===== src/rtl/ysyx_22050039_pkg.sv =====
// Shared decode constants for the ysyx_22050039 IDU: opcodes,
// the ebreak encoding and the bit positions of the one-hot out_type.
package ysyx_22050039_pkg;

  localparam logic [6:0] OP_LOAD   = 7'b0000011;
  localparam logic [6:0] OP_IMM    = 7'b0010011;
  localparam logic [6:0] OP_IMM32  = 7'b0011011;
  localparam logic [6:0] OP_AUIPC  = 7'b0010111;
  localparam logic [6:0] OP_STORE  = 7'b0100011;
  localparam logic [6:0] OP_OP     = 7'b0110011;
  localparam logic [6:0] OP_OP32   = 7'b0111011;
  localparam logic [6:0] OP_LUI    = 7'b0110111;
  localparam logic [6:0] OP_BRANCH = 7'b1100011;
  localparam logic [6:0] OP_JALR   = 7'b1100111;
  localparam logic [6:0] OP_JAL    = 7'b1101111;

  localparam logic [31:0] EBREAK = 32'h00100073;

  localparam int TYPE_R = 5;
  localparam int TYPE_I = 4;
  localparam int TYPE_S = 3;
  localparam int TYPE_B = 2;
  localparam int TYPE_U = 1;
  localparam int TYPE_J = 0;

  typedef enum logic {
    ST_EMPTY = 1'b0,
    ST_FULL  = 1'b1
  } obuf_state_e;

endpackage


===== src/rtl/ysyx_22050039_regfile.sv =====
// GPR file: NR_REG x XLEN, two async read ports, one write port, x0 = 0.
// Ports: clk, rst (async active-low), ra1/ra2 -> rd1/rd2, we/wa/wd.
// Macro IDU_WB_BYPASS_EN forwards the same-cycle write to the reads.
module ysyx_22050039_regfile #(
  parameter int XLEN    = 64,
  parameter int NR_REG  = 32,
  parameter int REG_SEL = 5
) (
  input  logic               clk,
  input  logic               rst,
  input  logic [REG_SEL-1:0] ra1,
  input  logic [REG_SEL-1:0] ra2,
  output logic [XLEN-1:0]    rd1,
  output logic [XLEN-1:0]    rd2,
  input  logic               we,
  input  logic [REG_SEL-1:0] wa,
  input  logic [XLEN-1:0]    wd
);

  logic [XLEN-1:0] rf_q [NR_REG];
  logic [XLEN-1:0] rf_d [NR_REG];

  always_comb begin
    rf_d = rf_q;
    if (we && wa != '0) rf_d[wa] = wd;
  end

  always_ff @(posedge clk or negedge rst) begin
    if (!rst) begin
      for (int i = 0; i < NR_REG; i++) rf_q[i] <= '0;
    end else begin
      rf_q <= rf_d;
    end
  end

`ifdef IDU_WB_BYPASS_EN
  always_comb begin
    rd1 = rf_q[ra1];
    rd2 = rf_q[ra2];
    if (we && wa == ra1) rd1 = wd;
    if (we && wa == ra2) rd2 = wd;
    if (ra1 == '0) rd1 = '0;
    if (ra2 == '0) rd2 = '0;
  end
`else
  always_comb begin
    rd1 = (ra1 == '0) ? '0 : rf_q[ra1];
    rd2 = (ra2 == '0) ? '0 : rf_q[ra2];
  end
`endif

endmodule


===== src/rtl/ysyx_22050039_idu_pipe.sv =====
// RV64I decode stage: decode, imm gen, RAW/WAW scoreboard, 1-entry out reg.
// Ports: in_* fetch hs, out_* execute hs, wb_* write-back, flush, rst (async low).
// Macro IDU_WB_BYPASS_EN lets a same-cycle write-back resolve a hazard.
module ysyx_22050039_idu_pipe
  import ysyx_22050039_pkg::*;
#(
  parameter int XLEN     = 64,
  parameter int INST_LEN = 32,
  parameter int NR_REG   = 32,
  parameter int REG_SEL  = 5
) (
  input  logic                clk,
  input  logic                rst,
  input  logic                in_valid,
  output logic                in_ready,
  input  logic [INST_LEN-1:0] in_inst,
  input  logic [XLEN-1:0]     in_pc,
  output logic                out_valid,
  input  logic                out_ready,
  output logic [XLEN-1:0]     out_pc,
  output logic [XLEN-1:0]     out_src1,
  output logic [XLEN-1:0]     out_src2,
  output logic [XLEN-1:0]     out_imm,
  output logic [REG_SEL-1:0]  out_rd,
  output logic                out_rd_wen,
  output logic [5:0]          out_type,
  output logic [6:0]          out_opcode,
  output logic [2:0]          out_funct3,
  output logic [6:0]          out_funct7,
  output logic                out_ebreak,
  output logic                out_illegal,
  input  logic                wb_valid,
  input  logic [REG_SEL-1:0]  wb_rd,
  input  logic [XLEN-1:0]     wb_data,
  input  logic                flush
);

  typedef struct packed {
    logic [XLEN-1:0]    pc;
    logic [XLEN-1:0]    src1;
    logic [XLEN-1:0]    src2;
    logic [XLEN-1:0]    imm;
    logic [REG_SEL-1:0] rd;
    logic               rd_wen;
    logic [5:0]         typ;
    logic [6:0]         opcode;
    logic [2:0]         funct3;
    logic [6:0]         funct7;
    logic               ebreak;
    logic               illegal;
  } id_ex_t;

  logic [6:0]         opc;
  logic [REG_SEL-1:0] rs1, rs2, rd;
  logic               s;
  logic [XLEN-1:0]    rdata1, rdata2;

  assign opc = in_inst[6:0];
  assign rd  = in_inst[11:7];
  assign rs1 = in_inst[19:15];
  assign rs2 = in_inst[24:20];
  assign s   = in_inst[31];

  logic is_r, is_i, is_s, is_b, is_u, is_j, is_ebk;
  assign is_r   = (opc == OP_OP) || (opc == OP_OP32);
  assign is_i   = (opc == OP_LOAD) || (opc == OP_IMM) ||
                  (opc == OP_IMM32) || (opc == OP_JALR);
  assign is_s   = (opc == OP_STORE);
  assign is_b   = (opc == OP_BRANCH);
  assign is_u   = (opc == OP_LUI) || (opc == OP_AUIPC);
  assign is_j   = (opc == OP_JAL);
  assign is_ebk = (in_inst[31:0] == EBREAK);

  logic [5:0]      typ;
  logic [XLEN-1:0] imm;
  logic            use1, use2, wr, ebk, ill, rd_wen;

  always_comb begin
    typ  = '0;
    imm  = '0;
    use1 = 1'b0;
    use2 = 1'b0;
    wr   = 1'b0;
    ebk  = 1'b0;
    ill  = 1'b0;
    unique case (1'b1)
      is_r: begin
        typ[TYPE_R] = 1'b1;
        use1 = 1'b1;
        use2 = 1'b1;
        wr   = 1'b1;
      end
      is_i: begin
        typ[TYPE_I] = 1'b1;
        imm  = {{(XLEN-12){s}}, in_inst[31:20]};
        use1 = 1'b1;
        wr   = 1'b1;
      end
      is_s: begin
        typ[TYPE_S] = 1'b1;
        imm  = {{(XLEN-12){s}}, in_inst[31:25], in_inst[11:7]};
        use1 = 1'b1;
        use2 = 1'b1;
      end
      is_b: begin
        typ[TYPE_B] = 1'b1;
        imm  = {{(XLEN-13){s}}, s, in_inst[7],
                in_inst[30:25], in_inst[11:8], 1'b0};
        use1 = 1'b1;
        use2 = 1'b1;
      end
      is_u: begin
        typ[TYPE_U] = 1'b1;
        imm = {{(XLEN-32){s}}, in_inst[31:12], 12'b0};
        wr  = 1'b1;
      end
      is_j: begin
        typ[TYPE_J] = 1'b1;
        imm = {{(XLEN-21){s}}, s, in_inst[19:12],
               in_inst[20], in_inst[30:21], 1'b0};
        wr  = 1'b1;
      end
      is_ebk: ebk = 1'b1;
      default: ill = 1'b1;
    endcase
  end

  assign rd_wen = wr && (rd != '0);

  obuf_state_e        state_q, state_d;
  logic [NR_REG-1:0]  busy_q, busy_d, busy_chk;
  id_ex_t             out_q, out_d;
  logic               hazard, in_hs, out_hs, full;

  assign full = (state_q == ST_FULL);

  // Busy view used for the hazard check; a bypassed write-back
  // already counts as retired in its own cycle.
  always_comb begin
    busy_chk = busy_q;
`ifdef IDU_WB_BYPASS_EN
    if (wb_valid) busy_chk[wb_rd] = 1'b0;
`endif
    busy_chk[0] = 1'b0;
  end

  assign hazard = in_valid && ((use1 && busy_chk[rs1]) ||
                               (use2 && busy_chk[rs2]) ||
                               (rd_wen && busy_chk[rd]));

  assign in_ready = rst && !flush && !hazard && (!full || out_ready);
  assign in_hs    = in_valid && in_ready;
  assign out_hs   = full && out_ready;

  // Set after clears so a new claim wins over a same-rd release.
  always_comb begin
    busy_d = busy_q;
    if (wb_valid) busy_d[wb_rd] = 1'b0;
    if (flush && full && out_q.rd_wen) busy_d[out_q.rd] = 1'b0;
    if (in_hs && rd_wen) busy_d[rd] = 1'b1;
    busy_d[0] = 1'b0;
  end

  always_comb begin
    state_d = state_q;
    unique case (state_q)
      ST_EMPTY: if (in_hs) state_d = ST_FULL;
      ST_FULL: begin
        if (flush) state_d = ST_EMPTY;
        else if (in_hs) state_d = ST_FULL;
        else if (out_hs) state_d = ST_EMPTY;
      end
      default: state_d = ST_EMPTY;
    endcase
  end

  always_comb begin
    out_d = out_q;
    if (in_hs) begin
      out_d.pc      = in_pc;
      out_d.src1    = rdata1;
      out_d.src2    = rdata2;
      out_d.imm     = imm;
      out_d.rd      = rd;
      out_d.rd_wen  = rd_wen;
      out_d.typ     = typ;
      out_d.opcode  = opc;
      out_d.funct3  = in_inst[14:12];
      out_d.funct7  = in_inst[31:25];
      out_d.ebreak  = ebk;
      out_d.illegal = ill;
    end
  end

  always_ff @(posedge clk or negedge rst) begin
    if (!rst) begin
      state_q <= ST_EMPTY;
      busy_q  <= '0;
      out_q   <= '0;
    end else begin
      state_q <= state_d;
      busy_q  <= busy_d;
      out_q   <= out_d;
    end
  end

  ysyx_22050039_regfile #(
    .XLEN(XLEN), .NR_REG(NR_REG), .REG_SEL(REG_SEL)
  ) u_rf (
    .clk (clk),
    .rst (rst),
    .ra1 (rs1),
    .ra2 (rs2),
    .rd1 (rdata1),
    .rd2 (rdata2),
    .we  (wb_valid),
    .wa  (wb_rd),
    .wd  (wb_data)
  );

  assign out_valid   = full;
  assign out_pc      = out_q.pc;
  assign out_src1    = out_q.src1;
  assign out_src2    = out_q.src2;
  assign out_imm     = out_q.imm;
  assign out_rd      = out_q.rd;
  assign out_rd_wen  = out_q.rd_wen;
  assign out_type    = out_q.typ;
  assign out_opcode  = out_q.opcode;
  assign out_funct3  = out_q.funct3;
  assign out_funct7  = out_q.funct7;
  assign out_ebreak  = out_q.ebreak;
  assign out_illegal = out_q.illegal;

endmodule


===== config.mk =====
export PLATFORM = sky130hd
export DESIGN_NAME = ysyx_22050039_idu_pipe
export DESIGN_NICKNAME = d
export VERILOG_FILES = /design/src/rtl/ysyx_22050039_pkg.sv /design/src/rtl/ysyx_22050039_regfile.sv /design/src/rtl/ysyx_22050039_idu_pipe.sv
export SDC_FILE = /design/constraint.sdc
export NUM_CORES = 2
export LEC_CHECK = 0
export CORE_MARGIN = 2
export CORE_UTILIZATION = 25
export DETAILED_ROUTE_END_ITERATION = 6
export GPL_ROUTABILITY_DRIVEN = 0
export PLACE_DENSITY_LB_ADDON = 0.15
export SYNTH_ARGS = -nofsm -noshare
export SYNTH_HDL_FRONTEND = slang
export SYNTH_SLANG_ARGS = --single-unit

===== constraint.sdc =====
create_clock -name clk -period 3.4 [get_ports clk]
set_input_delay 0.68 -clock clk [delete_from_list [all_inputs] [get_ports clk]]
set_output_delay 0.68 -clock clk [all_outputs]
set_load 0.01 [all_outputs]

Word-level counts from Yosys, hierarchy flattened
Cells that the tools add are included.
{"block": "totals", "register_bits": 2367, "in_bits": 171}
{"block": "op_classes", "magnitude_cmp": 12, "n_eq_ne": 12, "n_mux": 43, "bitwise_logic": 9, "reduce_logical": 37}
{"op": "$bwmux 2048", "count": 1}
{"op": "$bmux 64 s5", "count": 2}
{"op": "$mux 64", "count": 7}
{"op": "$demux 64 s5", "count": 1}
{"op": "$pmux 64 s5", "count": 1}
{"op": "$mux 32", "count": 3}
{"op": "$and 32x32->32", "count": 2}
{"op": "$not 32->32", "count": 2}
{"op": "$eq 32x21->1 const B", "count": 1}
{"op": "$or 32x32->32", "count": 1}
{"op": "$lt 5x6->1 const B", "count": 5}
{"op": "$eq 7x6->1 const B", "count": 4}
{"op": "$eq 7x5->1 const B", "count": 3}
{"op": "$eq 7x7->1 const B", "count": 3}
{"op": "$mux 1", "count": 21}
{"op": "$ge 6x6->1 const B", "count": 3}
{"op": "$logic_and 1x1->1", "count": 18}
{"op": "$not 5->6", "count": 3}
{"op": "$bmux 1 s5", "count": 3}
{"op": "$demux 1 s5", "count": 3}
{"op": "$ge 5x1->1 const B", "count": 3}
{"op": "$logic_not 5->1", "count": 2}
{"op": "$reduce_bool 5->1", "count": 2}
{"op": "$logic_or 1x1->1", "count": 8}
{"op": "other kinds (8)", "count": 11}

Logic depth before layout (Yosys ltp)
{"block": "depth", "ltp_word": 17, "mapped_depth": 12}

By module
A second synthesis with hierarchy kept.
{"block": "unflattened", "hier_cells": 8148, "hier_area_um2": 121479.0}
{"mod": "ysyx_22050039_regfile", "instances": 1, "cells_per_inst": 7181, "area_per_inst_um2": 108395.2}
{"mod": "ysyx_22050039_idu_pipe", "instances": 1, "cells_per_inst": 967, "area_per_inst_um2": 13083.8}

Worst setup path before layout
Ideal clock, no wire load.
{"block": "synth_timing", "kind": "input-to-reg", "startpoint": "in in_inst[20]", "endpoint": "reg out_q (netlist bit out_src2[25])", "arrival_time_ns": 3.062, "required_ns": 3.273, "slack_ns": 0.211, "path_stages": 7, "path_cell_list": "buf_2 > buf_2 > buf_1 > mux4_2 > mux4_2 > a22o_1 > mux2_1"}
{"block": "synth_between", "elab_chain_len": 10}
{"element": "start: declaration", "line_no": "ysyx_22050039_idu_pipe.sv:16", "rtl": "input logic [INST_LEN-1:0] in_inst,"}
{"element": "$bmux 1 s5", "line_no": "ysyx_22050039_idu_pipe.sv:148", "rtl": "(use2 && busy_chk[rs2]) ||"}
{"element": "$mux 1 (implied by the code)", "line_no": "ysyx_22050039_idu_pipe.sv:148"}
{"element": "$logic_and 1x1->1", "line_no": "ysyx_22050039_idu_pipe.sv:148"}
{"element": "$logic_or 1x1->1", "line_no": "ysyx_22050039_idu_pipe.sv:147", "rtl": "assign hazard = in_valid && ((use1 && busy_chk[rs1]) ||"}
{"element": "$logic_or 1x1->1", "line_no": "ysyx_22050039_idu_pipe.sv:148"}
{"element": "$logic_and 1x1->1", "line_no": "ysyx_22050039_idu_pipe.sv:147"}
{"element": "$logic_not 1->1", "line_no": "ysyx_22050039_idu_pipe.sv:151", "rtl": "assign in_ready = rst && !flush && !hazard && (!full || out_ready);"}
{"element": "$logic_and 1x1->1 (2 in a row)", "line_no": "ysyx_22050039_idu_pipe.sv:151"}
{"element": "$logic_and 1x1->1", "line_no": "ysyx_22050039_idu_pipe.sv:152", "rtl": "assign in_hs = in_valid && in_ready;"}
{"element": "end signal: assignment", "line_no": "ysyx_22050039_idu_pipe.sv:203", "rtl": "out_q <= out_d;"}
{"element": "end: declaration", "line_no": "ysyx_22050039_idu_pipe.sv:132", "rtl": "id_ex_t out_q, out_d;"}
Parallel ways exist; a longest one is shown, timed or not. The select of a mux whose other input is x is not followed.
A chain may end at the register's enable or synchronous reset.

Final worst setup path
{"block": "layout_timing", "startpoint": "reg busy_q[3]", "endpoint": "out in_ready"}
{"block": "layout_between", "elab_chain_len": 9}
{"element": "start: declaration", "line_no": "ysyx_22050039_idu_pipe.sv:131", "rtl": "logic [NR_REG-1:0] busy_q, busy_d, busy_chk;"}
{"element": "start signal: assignment", "line_no": "ysyx_22050039_idu_pipe.sv:202", "rtl": "busy_q <= busy_d;"}
{"element": "$bmux 1 s5 (on tied branches)", "line_no": "ysyx_22050039_idu_pipe.sv:147, ysyx_22050039_idu_pipe.sv:148"}
{"element": "$mux 1 (on tied branches)", "line_no": "ysyx_22050039_idu_pipe.sv:147, ysyx_22050039_idu_pipe.sv:148"}
{"element": "$logic_and 1x1->1 (on tied branches)", "line_no": "ysyx_22050039_idu_pipe.sv:147, ysyx_22050039_idu_pipe.sv:148"}
{"element": "$logic_or 1x1->1", "line_no": "ysyx_22050039_idu_pipe.sv:147"}
{"element": "$logic_or 1x1->1 (*)", "line_no": "ysyx_22050039_idu_pipe.sv:148"}
{"element": "$logic_and 1x1->1 (*)", "line_no": "ysyx_22050039_idu_pipe.sv:147"}
{"element": "$logic_not 1->1 (*)", "line_no": "ysyx_22050039_idu_pipe.sv:151"}
{"element": "$logic_and 1x1->1 (*) (2 in a row)", "line_no": "ysyx_22050039_idu_pipe.sv:151"}
{"element": "end: declaration", "line_no": "ysyx_22050039_idu_pipe.sv:15", "rtl": "output logic in_ready,"}
Every way passes the cells marked *; elsewhere a longest branch is shown, timed or not. The select of a mux whose other input is x is not followed.

==> results_dict.tcl <==
set metrics [dict create \
    start_kind "flop" \
    grt_start_max_net_pins 161 \
    coreArea_um2 481000 \
    port_buffers 459 \
    drtAntennaViolNets 0 \
    area_delta_synth_final_pct 21.3 \
    synth_flop_cell "dfrtp_1" \
    cts_made_buffers 291 \
    worst-setup-path-type "flop to output port" \
    p_total_w 0.0874 \
    synth_fp_nets 7933 \
    hp-class "input port to async pin" \
    switching_share_pct 27.7 \
    grt_pass1_vias 82100 \
    max_cap_viol_count 0 \
    overflow 0 \
    drtIter0Drc 5120 \
    synth_area_um2 121000 \
    antenna_found_initial 45 \
    rows 255 \
    ios 460 \
    first_pass_iters 7 \
    final_area_um2 146000 \
    async_flop_share_pct 100 \
    synth_top_area_cell "dfrtp_1" \
    violations "setup timing" \
    synth_top_area_share_pct 48.4 \
    fin_cells 14900 \
    status "complete, but fails checks" \
    combinationalPowerShare_pct 21.1 \
    die_w_um 699 \
    seq_area_frac_synth_pct 48.4 \
    critPathCaptureType "output port" \
    post-synth-top-count-cell "dfrtp_1" \
    fin_nets 8365 \
    clock_path_buffers 4 \
    rsz0062_at_grt "yes" \
    peakVddDrop_uv 338 \
    internal-power_w 0.0631 \
    worst_slack_ns -0.303 \
    critPathRequiredTime_ns 2.72 \
    clk_pin_slew_ns 0.05 \
    p_seq_share_pct 42.5 \
    hold_viol 0 \
    synth.avg_cell_area_um2 15.5 \
    synth_seq_cells 2335 \
    route.vias.total 76000 \
    min_period_over_period_pct 109 \
    setup_violations 1 \
    power_switching_w 0.0242 \
    fin_skew_ns 0.0409 \
    dieArea_um2 488000 \
    synth_edf_count 0 \
    wl_per_cell_um 30.8 \
    yosys-top-cells-count "dfrtp_1, mux2_2, mux4_2" \
    grt_pass1_wl_um 655000 \
    max_freq_mhz 270 \
    critical_path.max_fanout 4 \
    tns_ns -0.303 \
    dp_cells 14300 \
    drc_errors 0 \
    cts_max_level 5 \
    vias_per_cell 5.12 \
    syn_inst 7762 \
    min_period_ns 3.70 \
    synthTopCellsByArea "dfrtp_1, mux4_2, mux2_2" \
    yosys.cell_types.count 54 \
    slew_headroom_pct 16.9 \
    clock-root-buffer "clkbuf_16" \
    start_util_pct 25.1 \
    track_usage_pct 18.5 \
    p_leak_nw 61.9 \
    dpl.hpwl_um 286000 \
    drive_above_1_share_pct 50.5 \
    clock_latency_ns 0.93 \
    power_density_nw_per_um2 597 \
    p_clk_share_pct 36.4 \
    tightest_slew_ns 1.24 \
    cts_tree "done" \
    routed_wl_um 458000 \
    arrival_ns 3.02 \
    pre_cts_slack_ns -0.744 \
    cts.sinks 2335 \
    die_y_um 699 \
    dpl_cell_area_um2 137000 \
    slew_viol_final 0 \
    ys_warn_count 0 \
]
## metal layers
metal  routed length (um)  GRT usage (%)  share of wire (%)  up-vias
li1                     -              -                  -    31000
met1               206000           25.5                 45    42200
met2               215000           29.9                 47     2157
met3                25200           3.45                5.5      609
met4                12000           4.56                2.6       14
met5                   86              0              0.019        -
## cells by family after synthesis
logic type | after synthesis | synth area share (%)
DFF | 2335 | 48.4
muxes | 3676 | 43.9
and+or+nand+nor | 259 | 1.11
buffers and inverters | 981 | 3.55
AOI/OAI and AO/OA | 511 | 3.04
## placed cells by master (no fill, tap or decap), types with 71 or more instances in the layout
master / Yosys / final
clkdlybuf4s50_1: 0 / 447
o221ai_1: 150 / 150
buf_4: 65 / 375
mux4_2: 1066 / 1066
clkbuf_16: 0 / 299
mux2_1: 139 / 139
buf_12: 0 / 213
a21oi_1: 111 / 111
o22ai_1: 89 / 87
inv_1: 71 / 71
dfrtp_1: 2335 / 2332
mux2_2: 2071 / 2071
mux2i_1: 400 / 400
## per-stage QoR
step | util (%) | hold slack, ns
floorplan | - | 0.384
global route | 30.4 | 0.197
detailed placement | 28.4 | 0.363
finish | 30.4 | 0.242
global placement | 28.4 | 0.362
CTS | 30.4 | 0.154
## final timing paths
path | from | endpoint | slack, ns | cells after the start
hold reg to reg | u_rf.rf_q[2018] | u_rf.rf_q[2018] | 0.37 | 0
setup reg to reg | busy_q[3] | out_src1[9] | 0.44 | 9
setup / recovery | busy_q[3] | in_ready | -0.30 | 7
hold / removal | rst | out_pc[61] | 0.24 | 2
max in group asynchronous | rst | u_rf.rf_q[562] | 1.36 | 4
min in group clk | in_inst[22] | out_imm[22] | 0.26 | 4
## worst max-delay path, cell delays in order (launching register included)
cell      delay [ns]
dfrtp_2         0.42
mux2i_1         0.10
mux4_2          0.49
a221o_1         0.35
a311o_1         0.30
o211ai_1        0.19
a21boi_2        0.12
buf_2           0.16
## registers in the layout, summed over array words and instances (netlist names), 7 cells and up
name	flops
busy_q	31
out_funct7	7
out_imm	32
out_opcode	7
out_pc	64
out_src1	64
out_src2	64
u_rf.rf_q	2048
## power by group through the flow
stage / sequential (W) / combinational (W) / clock (W)
after floorplan: 0.0365 / 0.0119 / 0
after global placement: 0.0372 / 0.0184 / 0
after detailed placement: 0.0376 / 0.0187 / 0
after CTS: 0.0371 / 0.0188 / 0.0328
after global routing: 0.0379 / 0.0198 / 0.0340
final: 0.0371 / 0.0185 / 0.0318
## final cells by class
cell class,count,area [um^2]
multi-input cells,4446,58300
repair buffers,1048,11700
clock buffers,432,8640
inverters,72,278
flip-flops and latches,2335,58400
clock inverters,81,942
diodes,15,37.5
fillers,47300,335000
well taps,6425,8040
## timing repair
| action | CTS | global route |
|---|---|---|
| setup buffers | 4 | 1 |
| endpoints found under the setup margin | 1 | 1 |
| hold buffers | 1 | 0 |
| pin swaps | 5 | 4 |
| gates resized for setup | 10 | 2 |
| hold endpoints to repair | 248 | 0 |
| gates cloned | 0 | 0 |
Power figures use the tool's default switching activity.
